## config.mk

```make
export PLATFORM = sky130hd
export DESIGN_NAME = or_gate
export DESIGN_NICKNAME = d
export VERILOG_FILES = /design/src/rtl/or_gate_pkg.sv /design/src/rtl/or_gate_satcnt.sv /design/src/rtl/or_gate.sv
export SDC_FILE = /design/constraint.sdc
export NUM_CORES = 1
export LEC_CHECK = 0
export BUFFER_PORTS_ARGS = -buffer_cell sky130_fd_sc_hd__buf_2
export CAP_MARGIN = 10
export CORE_MARGIN = 4
export CORE_UTILIZATION = 50
export CTS_CLUSTER_SIZE = 25
export DETAILED_ROUTE_END_ITERATION = 16
export GPL_TIMING_DRIVEN = 0
export PLACE_DENSITY_LB_ADDON = 0.05
export SLEW_MARGIN = 20
export SYNTH_ARGS = -nofsm -noshare
export SYNTH_HDL_FRONTEND = slang
export SYNTH_SLANG_ARGS = --single-unit
```

## constraint.sdc

```tcl
create_clock -name clk -period 1.6 [get_ports clk]
set_input_delay 0.08 -clock clk [delete_from_list [all_inputs] [get_ports clk]]
set_output_delay 0.08 -clock clk [all_outputs]
set_load 0.03 [all_outputs]
```

## src/rtl/or_gate_pkg.sv

```systemverilog
// Shared defaults and helpers for the or_gate block.
// Provides the default hit-counter width and the saturating increment used by or_gate_satcnt.
package or_gate_pkg;

    localparam int unsigned CNT_W_DEFAULT = 16;
    localparam int unsigned SAT_MAX_W     = 64;

    // Adds one to value, but never goes past the all-ones value of a width-bit counter.
    function automatic logic [SAT_MAX_W-1:0] sat_inc(
        input logic [SAT_MAX_W-1:0] value,
        input int unsigned          width
    );
        logic [SAT_MAX_W-1:0] max_val;
        max_val = (width >= SAT_MAX_W) ? '1
                                       : ((SAT_MAX_W'(1) << width) - SAT_MAX_W'(1));
        return (value >= max_val) ? max_val : value + SAT_MAX_W'(1);
    endfunction

endpackage

```

## src/rtl/or_gate_satcnt.sv

```systemverilog
// Saturating hit counter for or_gate.
// Counts up on inc and holds at all-ones; synchronous active-high reset.
module or_gate_satcnt
    import or_gate_pkg::*;
#(
    parameter int unsigned CNT_W = CNT_W_DEFAULT
) (
    input  logic             clk,
    input  logic             rst,
    input  logic             inc,
    output logic [CNT_W-1:0] count
);

    always_ff @(posedge clk) begin
        if (rst) begin
            count <= '0;
        end else if (inc) begin
            count <= CNT_W'(sat_inc(SAT_MAX_W'(count), CNT_W));
        end
    end

endmodule

```

## src/rtl/or_gate.sv

```systemverilog
// Registered three-input OR with valid tracking and a saturating hit counter.
// Optional sticky accumulator is built only when OR_GATE_STICKY_EN is defined.
module or_gate
    import or_gate_pkg::*;
#(
    parameter int unsigned WIDTH = 1,
    parameter int unsigned CNT_W = CNT_W_DEFAULT
) (
    input  logic             clk,
    input  logic             rst,
    input  logic [WIDTH-1:0] x,
    input  logic [WIDTH-1:0] y,
    input  logic [WIDTH-1:0] z,
    input  logic             in_valid,
`ifdef OR_GATE_STICKY_EN
    input  logic             sticky_clr,
    output logic [WIDTH-1:0] sticky,
`endif
    output logic [WIDTH-1:0] p,
    output logic             p_any,
    output logic             p_valid,
    output logic [CNT_W-1:0] hit_count
);

    logic             accept_c;
    logic [WIDTH-1:0] or_val_c;
    logic             any_c;

    assign accept_c = in_valid & ~rst;
    assign or_val_c = x | y | z;
    assign any_c    = |or_val_c;

    // Result registers load only on an accepted sample; p_valid simply tracks in_valid.
    always_ff @(posedge clk) begin
        if (rst) begin
            p       <= '0;
            p_any   <= 1'b0;
            p_valid <= 1'b0;
        end else begin
            p_valid <= in_valid;
            if (in_valid) begin
                p     <= or_val_c;
                p_any <= any_c;
            end
        end
    end

    or_gate_satcnt #(
        .CNT_W (CNT_W)
    ) u_hit_cnt (
        .clk   (clk),
        .rst   (rst),
        .inc   (accept_c & any_c),
        .count (hit_count)
    );

`ifdef OR_GATE_STICKY_EN
    // A clear restarts accumulation from the current accepted sample, if any.
    always_ff @(posedge clk) begin
        if (rst) begin
            sticky <= '0;
        end else if (sticky_clr) begin
            sticky <= in_valid ? or_val_c : '0;
        end else if (in_valid) begin
            sticky <= sticky | or_val_c;
        end
    end
`endif

endmodule

```

==> flow_summary.json <==
{
  "detailed_place_hpwl_mm": 1.46,
  "chipWidth_um": 50.7,
  "cts_num_sinks": 18,
  "cts-root-to-sink-buffers": 2,
  "wl_per_cell_um": 13.8,
  "nets": 135,
  "post-route-min-period_ns": 1.53,
  "clk_pin_slew_worst_paths_ns": 0.11,
  "netlist_instances": 94,
  "fmax_ghz": 0.656,
  "average_cell_area_after_synthesis_um2": 9.68,
  "commonest_non_fill_non_tap_cells_in_the_layout": "buf_2 (24), dfxtp_1 (9), dfxtp_2 (9)",
  "seq_area_frac_synth_pct": 39.6,
  "synthAdderAreaFrac_pct": 1.38,
  "post-synth-top-area-fraction_pct": 39.6,
  "synth_top_family_by_area": "simple AND/OR/NAND/NOR gates",
  "timing.critical_path.required_ns": 1.83,
  "cts_tree": "done",
  "drt_pre_antenna_iters": 4,
  "postSynthNetCount": 101,
  "final_common_cell": "buf_2",
  "grt_overflow_total": 0,
  "layout.cell_area.non_filler_mm2": 0.00118,
  "cap_viol_max_count": 0,
  "clock-skew-final_ns": 0.0121,
  "synth_area_um2": 910,
  "power.density_mw_per_mm2": 689,
  "timing_hold_violations_final": 0,
  "synth_enable_flop_cells": 0,
  "ir_drop_mv": 0.426,
  "cts-buffers-inserted": 3,
  "die-area_mm2": 0.00257,
  "fp.dieH_um": 50.7,
  "cts_root_buffer": "clkbuf_4",
  "finalSetupViolCount": 0,
  "io_pins": 25,
  "yosys_warnings": 0,
  "finish.utilization_pct": 68.5,
  "synth_simple_gate_area_share_pct": 29.8,
  "ctsHtreeMaxLevel": 1,
  "synth_area_in_xor_xnor_pct": 7.70,
  "core.rowCount": 15,
  "final_min_period_over_clock_period_pct": 95.3,
  "place_congestion": 0.756,
  "synth-seq-cells": 18,
  "detailroute.via_count": 866,
  "grt_max_degree": 11,
  "layout-drive-gt1-share_pct": 40.9,
  "number_of_antenna_violations_at_the_first_check_in_global_routing": 0,
  "numPortBuffers": 24,
  "diodes": 0,
  "static-leakage-power_nw": 0.466,
  "synth-compound-area-share_pct": 16.5,
  "path_class": "reg -> reg",
  "synth_top_cell_by_area": "dfxtp_1",
  "finalWirelength_mm": 2.10,
  "fin_setup_tns_ns": 0,
  "slew_viol_final": 0,
  "yosysUniqueCellTypes": 36,
  "cp_data_arrival_time_ns": 1.76,
  "detail_route.vias_per_cell": 5.70,
  "preCtsSetupSlack_ns": -0.186,
  "outcome": "complete, no violations",
  "start_kind": "register",
  "first_global_vias": 783,
  "ys_async_sr_fraction_pct": 0,
  "relative_max_transition_margin_pct": 60.0,
  "cp-end-kind": "register",
  "post_synth_main_area_contributors": "dfxtp_1 (40%), xnor2_1 (6.7%), a21oi_1 (3.3%), mux2i_1 (3.3%), a311oi_1 (2.9%)",
  "synth_flop_cell": "dfxtp_1",
  "setup_ws_ns": 0.0748,
  "insertion_delay_ns": 0.30,
  "r2r_slack_ns": 0.07,
  "min_path_type": "in -> reg",
  "first_pass_grt_wire_length_mm": 3.44,
  "layout-area-overhead-vs-synth_pct": 30.0,
  "grt_util_all_layers_pct": 17.8,
  "post-route-drc-count": 0,
  "1st_iter_drt_viols": 22,
  "worst-slew-pin-transition_ns": 0.598,
  "postPlaceCellArea_mm2": 0.00107,
  "placeableCoreArea_mm2": 0.00173,
  "critPathMaxFanout": 5,
  "detail_route_antenna_nets": 0,
  "yosys-mux-area-fraction_pct": 3.30,
  "effective_utilization_at_floorplan_pct": 52.7
}
-- final timing paths --
kind                           start  cells after the start                   to
setup / recovery  u_hit_cnt.count[6]                      4  u_hit_cnt.count[11]
setup reg to reg  u_hit_cnt.count[6]                      4  u_hit_cnt.count[11]
hold reg to reg                p_any                      2                p_any
hold / removal              in_valid                      2                p_any
-- cell families after synthesis --
family                   count (synthesis)
AND/OR/NAND/NOR                         38
AO/OA/AOI/OAI                           23
flip-flops                              18
XOR/XNOR                                 8
buffers and inverters                    3
multiplexers                             3
adder cells (fa/ha/maj)                  1
-- cells in the mapped netlist, types with 2 or more instances --
library cell	count
a211oi_1	2
a21oi_1	6
a311oi_1	3
a31oi_1	3
a41oi_1	2
and2_1	2
and3_1	2
clkbuf_1	2
dfxtp_1	18
mux2i_1	3
nand2_1	4
nand3_1	3
nor2_1	4
nor2_2	2
nor2b_1	3
nor3_1	4
nor4b_1	2
o21ai_0	3
o21ai_1	2
or3b_1	2
xnor2_1	7
-- critical path, stage by stage, from the launching register on --
cell	delay [ns]
dfxtp_2	0.39
nand3_2	0.14
nor4_4	0.42
or3b_1	0.38
a31oi_1	0.15
-- stage by stage --
step | power, mW | instances | hold WS (ns)
6_report | 0.814 | 152 | 0.0335
5_1_grt | 0.845 | 152 | 0.0300
4_1_cts | 0.821 | 148 | 0.0314
3_5_place_dp | 0.540 | 143 | 0.299
3_3_place_gp | 0.539 | 143 | 0.299
2_1_floorplan | 0.515 | 94 | 0.159
-- what timing repair did --
item / CTS / global route
cloned: 0 / 1
hold endpoints to repair: 1 / 0
endpoints found under the setup margin: 11 / 15
pin swaps: 1 / 2
setup buffers: 0 / 3
hold buffers: 1 / 0
resized for setup: 2 / 5
-- sequential cells by signal, summed over array words and instances (netlist names) --
register and count:
p_any 1, u_hit_cnt.count 16, p_valid 1
-- power by group --
group	internal (mW)	switching [mW]
registers	0.455	0.00665
logic	0.0258	0.0447
clock network	0.139	0.144
-- final cells by class --
| class | instances | area, um^2 |
|---|---|---|
| Multi-Input combinational cell | 74 | 576 |
| Fill cell | 156 | 544 |
| Sequential cell | 18 | 372 |
| Timing Repair Buffer | 28 | 153 |
| Clock buffer | 4 | 36.3 |
| Tap cell | 25 | 31.3 |
| Buffer | 3 | 15.0 |
-- metal layers --
metal | GRT usage, % | vias up | share of wire [%]
met3 | 2.97 | 2 | 5.2
met5 | 0 | - | 0
met2 | 29.3 | 27 | 50
li1 | - | 428 | -
met4 | 8.07 | 0 | 1.0
met1 | 22.5 | 409 | 44
No activity file was read; power rests on OpenSTA's default activity.
